`config.mk`:
```
export PLATFORM = sky130hd
export DESIGN_NAME = seg14_scroll_buffer
export DESIGN_NICKNAME = d
export VERILOG_FILES = /design/src/rtl/seg14_pkg.sv /design/src/rtl/seg14_font_rom.sv /design/src/rtl/seg14_scroll_buffer.sv
export SDC_FILE = /design/constraint.sdc
export NUM_CORES = 1
export LEC_CHECK = 0
export ABC_CLOCK_PERIOD_IN_PS = 13540
export BUFFER_PORTS_ARGS = -buffer_cell sky130_fd_sc_hd__clkbuf_2
export CAP_MARGIN = 20
export CORE_UTILIZATION = 35
export CTS_BUF_LIST = sky130_fd_sc_hd__clkbuf_4 sky130_fd_sc_hd__clkbuf_8 sky130_fd_sc_hd__clkbuf_16
export DETAILED_ROUTE_END_ITERATION = 12
export GPL_ROUTABILITY_DRIVEN = 0
export SLEW_MARGIN = 20
export SYNTH_ARGS = -nofsm -noshare
export SYNTH_HDL_FRONTEND = slang
export SYNTH_SLANG_ARGS = --single-unit
```
`constraint.sdc`:
```
create_clock -name clk -period 13.54 [get_ports clk]
set_input_delay 2.708 -clock clk [delete_from_list [all_inputs] [get_ports clk]]
set_output_delay 2.708 -clock clk [all_outputs]
set_load 0.01 [all_outputs]
```
`src/rtl/seg14_pkg.sv`:
```
// Shared definitions for the 14-segment display path.
// Bit order of every glyph is {a,b,c,d,e,f,g1,g2,h,i,j,k,l,m}:
//   a..f outer ring, g1/g2 middle bars, h upper-left diagonal,
//   i upper centre, j upper-right diagonal, k lower-left diagonal,
//   l lower centre, m lower-right diagonal.
package seg14_pkg;

  localparam int unsigned NUM_DIGITS = 12;

  // Character codes
  localparam logic [5:0] CH_SPACE = 6'd0;
  localparam logic [5:0] CH_A     = 6'd1;
  localparam logic [5:0] CH_Z     = 6'd26;
  localparam logic [5:0] CH_0     = 6'd27;
  localparam logic [5:0] CH_9     = 6'd36;

  // Reference glyphs shared with the multiplexer
  localparam logic [13:0] GLYPH_BLANK = '0;
  localparam logic [13:0] GLYPH_A     = 14'b11101111000000;
  localparam logic [13:0] GLYPH_H     = 14'b01101111000000;
  localparam logic [13:0] GLYPH_O     = 14'b11111100000000;
  localparam logic [13:0] GLYPH_X     = 14'b00000000101101;
  localparam logic [13:0] GLYPH_1     = 14'b01100000001000;

  typedef enum logic [1:0] {
    SHOW,
    LOAD,
    COMMIT
  } state_t;

endpackage

```
`src/rtl/seg14_font_rom.sv`:
```
// 6-bit character code -> 14-segment pattern, purely combinational.
//   code : character code (0 space, 1..26 A..Z, 27..36 digits 0..9, rest blank)
//   segm : segment pattern, {a..m} order as defined in seg14_pkg
module seg14_font_rom
  import seg14_pkg::*;
(
  input  logic [5:0]  code,
  output logic [13:0] segm
);

  logic [5:0] alpha_idx;
  logic [5:0] digit_idx;

  always_comb begin
    alpha_idx = code - CH_A;
    digit_idx = code - CH_0;
    segm      = GLYPH_BLANK;
    if (code >= CH_A && code <= CH_Z) begin
      case (alpha_idx)
        6'd0:    segm = GLYPH_A;
        6'd1:    segm = 14'b11110001010010; // B
        6'd2:    segm = 14'b10011100000000; // C
        6'd3:    segm = 14'b11110000010010; // D
        6'd4:    segm = 14'b10011110000000; // E
        6'd5:    segm = 14'b10001110000000; // F
        6'd6:    segm = 14'b10111101000000; // G
        6'd7:    segm = GLYPH_H;
        6'd8:    segm = 14'b10010000010010; // I
        6'd9:    segm = 14'b01111000000000; // J
        6'd10:   segm = 14'b00001110001001; // K
        6'd11:   segm = 14'b00011100000000; // L
        6'd12:   segm = 14'b01101100101000; // M
        6'd13:   segm = 14'b01101100100001; // N
        6'd14:   segm = GLYPH_O;
        6'd15:   segm = 14'b11001111000000; // P
        6'd16:   segm = 14'b11111100000001; // Q
        6'd17:   segm = 14'b11001111000001; // R
        6'd18:   segm = 14'b10110111000000; // S
        6'd19:   segm = 14'b10000000010010; // T
        6'd20:   segm = 14'b01111100000000; // U
        6'd21:   segm = 14'b00001100001100; // V
        6'd22:   segm = 14'b01101100000101; // W
        6'd23:   segm = GLYPH_X;
        6'd24:   segm = 14'b00000000101010; // Y
        6'd25:   segm = 14'b10010000001100; // Z
        default: segm = GLYPH_BLANK;
      endcase
    end else if (code >= CH_0 && code <= CH_9) begin
      case (digit_idx)
        6'd0:    segm = 14'b11111100001100;
        6'd1:    segm = GLYPH_1;
        6'd2:    segm = 14'b11011011000000;
        6'd3:    segm = 14'b11110001000000;
        6'd4:    segm = 14'b01100111000000;
        6'd5:    segm = 14'b10110111000000;
        6'd6:    segm = 14'b10111111000000;
        6'd7:    segm = 14'b11100000000000;
        6'd8:    segm = 14'b11111111000000;
        6'd9:    segm = 14'b11110111000000;
        default: segm = GLYPH_BLANK;
      endcase
    end
  end

endmodule

```
`src/rtl/seg14_scroll_buffer.sv`:
```
// Message buffer and scroller feeding the 12-digit 14-segment multiplexer.
//   clk, rst_n : clock, synchronous active-low reset
//   wr_valid/wr_ready/wr_char/wr_last : host character write stream
//   scroll_en  : enables the scroll prescaler
//   dig_idx    : digit position requested by the multiplexer (0..11)
//   segm       : registered segment pattern for dig_idx (1 cycle latency)
//   loading    : high while a new message is being written
module seg14_scroll_buffer
  import seg14_pkg::*;
#(
  parameter int unsigned MSG_DEPTH  = 32,
  parameter int unsigned SCROLL_DIV = 12000000
) (
  input  logic        clk,
  input  logic        rst_n,
  input  logic        wr_valid,
  output logic        wr_ready,
  input  logic [5:0]  wr_char,
  input  logic        wr_last,
  input  logic        scroll_en,
  input  logic [3:0]  dig_idx,
  output logic [13:0] segm,
  output logic        loading
);

  localparam int unsigned AW = $clog2(MSG_DEPTH);
  localparam int unsigned LW = AW + 1;           // holds lengths 0..MSG_DEPTH
  localparam int unsigned PW = $clog2(SCROLL_DIV);

  state_t         state, state_nxt;
  logic [5:0]     ram [MSG_DEPTH];
  logic [LW-1:0]  wr_cnt;
  logic [LW-1:0]  msg_len;
  logic [AW-1:0]  offset;
  logic [PW-1:0]  presc;

  logic           accept;
  logic [AW-1:0]  wr_addr;
  logic           presc_tc;
  logic           scrolling;
  logic [LW-1:0]  idx_sum;
  logic [AW-1:0]  idx;
  logic           blank;
  logic [5:0]     rd_char;
  logic [13:0]    glyph;

  assign accept    = wr_valid && wr_ready;
  assign wr_addr   = (state == SHOW) ? '0 : wr_cnt[AW-1:0];
  assign presc_tc  = (presc == PW'(SCROLL_DIV - 1));
  assign scrolling = (msg_len >= LW'(NUM_DIGITS));

  // FSM next-state and handshake outputs
  always_comb begin
    state_nxt = state;
    wr_ready  = 1'b0;
    loading   = 1'b0;
    unique case (state)
      SHOW: begin
        wr_ready = 1'b1;
        if (wr_valid) state_nxt = wr_last ? COMMIT : LOAD;
      end
      LOAD: begin
        wr_ready = 1'b1;
        loading  = 1'b1;
        if (wr_valid && (wr_last || wr_cnt == LW'(MSG_DEPTH - 1)))
          state_nxt = COMMIT;
      end
      COMMIT: begin
        loading   = 1'b1;
        state_nxt = SHOW;
      end
      default: state_nxt = SHOW;
    endcase
  end

  // Message RAM, deliberately not reset
  always_ff @(posedge clk) begin
    if (accept) ram[wr_addr] <= wr_char;
  end

  // Character index: the scrolled position wraps with a single
  // conditional subtract since offset+dig_idx < 2*msg_len.
  always_comb begin
    idx_sum = {1'b0, offset} + LW'(dig_idx);
    idx     = idx_sum[AW-1:0];
    blank   = 1'b0;
    if (dig_idx >= 4'(NUM_DIGITS) || msg_len == '0) begin
      blank = 1'b1;
    end else if (scrolling) begin
      if (idx_sum >= msg_len) idx = AW'(idx_sum - msg_len);
    end else begin
      idx = AW'(dig_idx);
      if (LW'(dig_idx) >= msg_len) blank = 1'b1;
    end
  end

  assign rd_char = ram[idx];

  seg14_font_rom u_font (
    .code (rd_char),
    .segm (glyph)
  );

  always_ff @(posedge clk) begin
    if (!rst_n) begin
      state   <= SHOW;
      wr_cnt  <= '0;
      msg_len <= '0;
      offset  <= '0;
      presc   <= '0;
      segm    <= '0;
    end else begin
      state <= state_nxt;

      if (accept) wr_cnt <= (state == SHOW) ? LW'(1) : wr_cnt + LW'(1);

      // Prescaler only runs in SHOW, so ticks during a load are lost
      // and the next message starts from a fresh count.
      if (state == COMMIT) begin
        msg_len <= wr_cnt;
        offset  <= '0;
        presc   <= '0;
      end else if (state == SHOW && scroll_en) begin
        if (presc_tc) begin
          presc <= '0;
          if (scrolling)
            offset <= ({1'b0, offset} == msg_len - LW'(1)) ? '0 : offset + AW'(1);
        end else begin
          presc <= presc + PW'(1);
        end
      end

      segm <= (loading || blank) ? '0 : glyph;
    end
  end

endmodule
```
* After elaboration in Yosys (flattened, before gate mapping)
Memories as Yosys holds them, arrays and structs flattened. Index checks and enable logic that the tools add are counted.
Storage, ports and cells: input port bits 15, output and inout port bits 16, memory bits (read-only) 608, memories kept 3, memory bits (writable) 192, logic and storage cells 72, bits in registers 57
Memory list:
- (no name shown) | words 32, bits a word 14, rd ports 1, clocked after memory_dff 0, write ports 0, line seg14_font_rom.sv:19 | case (alpha_idx)
- ram | words 32, bits a word 6, rd ports 1, clocked after memory_dff 0, write ports 1, line seg14_scroll_buffer.sv:31 | logic [5:0] ram [MSG_DEPTH];
- (no name shown) | words 16, bits a word 10, rd ports 1, clocked after memory_dff 0, write ports 0, line seg14_font_rom.sv:49 | case (digit_idx)
Operators by class: multiplexer cells 22, equality and inequality tests 7, bitwise gates (word level) 1, magnitude comparators 8, add/sub/neg operators 8, reductions and logical operators 17
Operator list (count):
- $mux W14 | 4
- $mux W5 | 5
- $add A24 B1 Y24 const B | 1
- $eq A24 B24 Y1 const B | 1
- $mux W24 | 1
- $sub A6 B1 Y6 const B | 2
- $reduce_or A2 Y1 | 4
- $mux W1 | 7
- $add A5 B4 Y6 | 1
- $add A6 B1 Y6 const B | 1
- $eq A5 B6 Y1 | 1
- $eq A6 B5 Y1 const B | 1
- $ge A4 B6 Y1 | 1
- $ge A6 B1 Y1 const B | 1
- $ge A6 B4 Y1 const B | 1
- $ge A6 B5 Y1 const B | 1
- $ge A6 B6 Y1 | 1
- $le A6 B5 Y1 const B | 1
- $le A6 B6 Y1 const B | 1
- $logic_not A6 Y1 | 1
- $mux W2 | 3
- $mux W6 | 1
- $sub A6 B5 Y6 const B | 1
- $add A5 B1 Y5 const B | 1
- 12 further kinds | 20

* Depth between registers and ports, before layout
An unclocked memory read counts as a cell.
word-level depth 11, depth in mapped cells 32, depth with buffers taken out 24

* Hierarchy
A second synthesis with hierarchy kept.
Unflattened totals: cells, all modules 1090, area, all modules 12532.0 um^2
By module, submodules not included:
- seg14_scroll_buffer | area an instance 11000.6 um^2, cells each 853, instances 1, seq. area each 6906.6 um^2
- seg14_font_rom | area an instance 1531.5 um^2, cells each 237, instances 1, seq. area each 0.0 um^2

* Least setup slack after synthesis
Ideal clock, no wire load.
path type input to register, start point input dig_idx[0], end point register segm[6], library setup time 0.071 ns, slack 4.032 ns, cell stages on the path 27, buffers on the path 7, data required time 13.469 ns, arrival time 9.437 ns, cells stage by stage ha_1 -> fa_1 -> clkbuf_1 -> clkbuf_1 -> inv_1 -> fa_1 -> a21boi_1 -> o221ai_1 -> o21ai_2 -> a2bb2oi_1 -> buf_2 -> mux4_2 -> nand2_1 -> a21oi_1 -> or4b_1 -> buf_6 -> inv_2 -> clkbuf_1 -> ha_1 -> buf_1 -> clkinv_1 -> xnor2_1 -> clkbuf_1 -> o221ai_2 -> a2111oi_2 -> o21ai_1 -> a21oi_1
Between the ends: longest elaborated chain between the ends 11, elaborated cells on any way between the ends 30, those cells by class 4 x add/sub; 7 x order compare; 10 x mux; 6 x reduce/logical; 3 x memory
Ends and longest elaborated chain:
- from (decl) | line seg14_scroll_buffer.sv:21 | input logic [3:0] dig_idx,
- $add A5 B4 Y6 | line seg14_scroll_buffer.sv:84 | idx_sum = {1'b0, offset} + LW'(dig_idx);
- $sub A5 B5 Y5 / $ge A6 B6 Y1 (equally long branches) | line seg14_scroll_buffer.sv:90 | if (idx_sum >= msg_len) idx = AW'(idx_sum - msg_len);
- $mux W5 | line seg14_scroll_buffer.sv:90
- $mux W5 | line seg14_scroll_buffer.sv:89 | end else if (scrolling) begin
- $mux W5 | line seg14_scroll_buffer.sv:87 | if (dig_idx >= 4'(NUM_DIGITS) || msg_len == '0) begin
- $mem_v2 Z32 W6
- $sub A6 B5 Y6 | line seg14_font_rom.sv:16 | digit_idx = code - CH_0;
- $mem_v2 Z16 W10 / $logic_not A2 Y1 (equally long branches)
- $mux W14 | line seg14_font_rom.sv:49
- $mux W14 | line seg14_font_rom.sv:48 | end else if (code >= CH_0 && code <= CH_9) begin
- $mux W14 | line seg14_font_rom.sv:18 | if (code >= CH_A && code <= CH_Z) begin
- to (signal assigned) | line seg14_scroll_buffer.sv:133 | segm <= (loading || blank) ? '0 : glyph;
- to (decl) | line seg14_scroll_buffer.sv:22 | output logic [13:0] segm,
Parallel ways exist; a longest one is shown, timed or not. A chain may end at the register's enable or synchronous reset.

* Worst setup path in the final report
start point input dig_idx[0], end point register segm[11]
The elaborated chain is that of the path after synthesis.

==> qor.csv <==
stage,metric,value,unit
status,status,finished clean,
grt,grt met1 use,0.239,
cells_and_area,share of cells above drive strength 1,0.106,
sta,crit path time final,10720,ps
sta,fin. max-slew vios,0,
worst_hold_path,Worst Hold Class,reg2reg,
clocking,Skew-Pair Late Insertion Delay,550,ps
synthesis,"count leader, synth",edfxtp_1,
sta,Max Clock Skew,30.0,ps
sta,worst hold slack,477,ps
routing,Pre-Repair DR Iteration Count,6,
grt,M2 GR Usage,0.266,
synthesis,top cell type by total area after synthesis,edfxtp_1,
grt,initial antenna violation count,0,
routing,routed len/inst,19.6,um
routing,initial drt markers,896,
cells_and_area,Multi-input gate area,5150,sq um
floorplanning,DIE AREA,36500,sq um
pwr,power per cell area,132,nW/um^2
synthesis,Synth top area share,0.460,
pwr,leakage power,0.00488,uW
placed_design,PortBufs,30,
clocking,Hold Buf Count CTS,0,
critical_path,CP startpoint kind,input pin,
sta,Final period util,0.792,
pwr,P_sw,488,uW
grt,pin count of the biggest net entering global routing,58,
floorplanning,Die W,191,um
clocking,setup bufs post-CTS,0,
cells_and_area,fill count,3354,
grt,global-route wire length before repair,47500,um
synthesis,"top cells by area, synth","edfxtp_1 (46%), dfxtp_1 (9.1%), mux2i_1 (7.0%)",
synthesis,syn avg cell area,11.6,sq um
critical_path,Setup Crit Path Kind,in2reg,
synthesis,YS warnings,0,
floorplanning,Site Rows,68,
grt,number of global-route vias before repair,8002,
sta,"Hold Vio Cnt, Final",0,
sta,max_slew headroom,0.302,
pwr,clock group share of total power,0.392,
synthesis,Syn Inst Count,1084,
clocking,clk root buf,clkbuf_16,
synthesis,number of synthesized flops with an enable pin,192,
synthesis,"FFs w/ async S/R, synth",0,
cells_and_area,ANT cells,0,
sta,setup tns final,0,ps
clocking,clock sink count,249,
routing,Final ANT Viol Nets,0,
critical_path,crit path max fanout,57,
pwr,sequential fraction of design power,0.454,
clocking,H-tree levels,1,
sta,Slew @ Worst Pin,1040,ps
synthesis,Seq cells post-synth,249,
synthesis,Mapped Area,12500,sq um
grt,total track usage,0.168,
clocking,post-CTS sizing,0,
routing,DRC Markers,0,
synthesis,sequential area share after synthesis,0.551,
grt,grt peak-use layer,met2,
pwr,VDD IR max,0.0890,mV
clocking,Clock Pin Slew Worst Setup and Hold Paths,60,ps
routing,drt via density,5.47,
routing,vias post-DR,8557,
cells_and_area,Nets,1142,
synthesis,most frequent cells after synthesis,"edfxtp_1 (192), nor2_1 (98), nand2_1 (95)",
sta,final setup violation count,0,
grt,met3 Track Usage GR,0.0239,
clocking,CTS Buffer Depth,3,
synthesis,Main synth FF type,edfxtp_1,
cells_and_area,storage element area,6910,sq um
grt,grt total ovfl,0,
cells_and_area,Layout Utilization,0.397,
pwr,Comb pwr share,0.154,
critical_path,crit path DAT,11140,ps
floorplanning,core region area,34900,sq um
pwr,Internal,1340,uW
synthesis,syn nets,1134,
critical_path,Worst EP required,13960,ps
synthesis,Yosys cell types,83,
placed_design,hpwl dp,20500,um
sta,RSZ-0062 raised after global routing,false,
cells_and_area,Syn-to-layout area delta,10.5,%
floorplanning,I/O Pins,31,
clocking,number of CTS-inserted buffers,28,
clocking,CTS tree,yes,
floorplanning,starting density of the core,0.359,
routing,Total Wirelength,30700,um
job,Max Cap Viol,0,
sta,fmax,93.3,MHz
pwr,sw frac,0.268,
floorplanning,Vert. Die Dim,191,um
critical_path,Setup crit end kind,flop,
[per-stage QoR]
step           instance area, sq um  total power, uW  cells  worst slack (ps)
2_1_floorplan                 12500             1050   1084              4030
3_3_place_gp                  13000             1120   1517              2840
3_5_place_dp                  13000             1120   1517              2400
4_1_cts                       13800             1830   1564              2940
5_1_grt                       13800             1890   1564              2210
6_report                      13800             1820   1564              2820
[cell families (layout without fill, tap and decap cells)]
group | Yosys count | after routing | synth area share
compound gates | 219 | 219 | 0.127
xor+xnor | 45 | 45 | 0.0315
fa+ha+maj | 35 | 35 | 0.0362
buf+inv | 101 | 126 | 0.0391
flops | 249 | 249 | 0.551
mux | 96 | 96 | 0.0839
simple gates | 339 | 339 | 0.131
[critical path, stage by stage]
cell      delay [ps]
clkbuf_2         110
ha_1             200
fa_1            1090
ha_1             380
a21boi_1         170
o221ai_1         260
o21ai_2          810
a21o_4           740
buf_4            540
mux2i_1          240
a211oi_1          90
nor4_1           350
and3_1           520
ha_1             410
clkinv_1         310
xnor2_1          910
inv_2            350
mux2i_1          210
a211o_1          310
a211oi_1         220
o211ai_1         120
[power by group through the flow]
| stage | Sequential [uW] | Clock (uW) | Combinational (uW) |
|---|---|---|---|
| after floorplan | 843 | 0 | 209 |
| after global placement | 844 | 0 | 276 |
| after detailed placement | 844 | 0 | 275 |
| after CTS | 828 | 729 | 277 |
| after global routing | 828 | 755 | 307 |
| final | 828 | 715 | 281 |
[layout make-up]
type | instances | area share
sequential | 249 | 0.499
multi-input combinational | 734 | 0.372
clock buffer | 34 | 0.0551
tap | 455 | 0.0411
timing repair buffer | 36 | 0.0141
inverter | 43 | 0.0117
clock inverter | 13 | 0.00696
[worst paths after layout]
check	from	endpoint	slack, ps	cells after the start
setup / recovery	dig_idx[0]	segm[11]$_SDFF_PP0_	2820	21
hold / removal	presc[6]$_SDFFE_PP0P_	presc[6]$_SDFFE_PP0P_	480	2
setup reg to reg	offset[0]$_SDFFE_PP0P_	segm[11]$_SDFF_PP0_	4700	20
hold reg to reg	presc[6]$_SDFFE_PP0P_	presc[6]$_SDFFE_PP0P_	480	2
[sequential cells by signal, indices dropped and copies added, names as in the netlist]
name,cells
ram,192
presc,24
segm,14
msg_len,6
wr_cnt,6
offset,5
state,2
[cell usage in the layout (no fill, tap or decap), types with 7 or more instances in the layout]
master / n
edfxtp_1: 192
nor2_1: 98
nand2_1: 95
mux2i_1: 87
dfxtp_1: 57
a211oi_1: 41
inv_1: 38
nand3_1: 38
a21oi_1: 35
ha_1: 33
clkbuf_2: 30
clkbuf_16: 29
o21ai_0: 26
xnor2_1: 24
xor2_1: 21
nor3_1: 19
nor2b_1: 15
nand4_1: 12
a22oi_1: 12
and3_1: 12
a31oi_1: 9
nor4_1: 9
a21o_1: 7
mux4_2: 7
o32ai_1: 7
nor3b_1: 7
o22ai_1: 7
[routing by layer]
layer	up-vias	routed length, um
met5	-	0
met4	0	652
met3	46	1680
met2	271	14100
met1	4140	14300
li1	4100	-
Power figures use the tool's default switching activity.
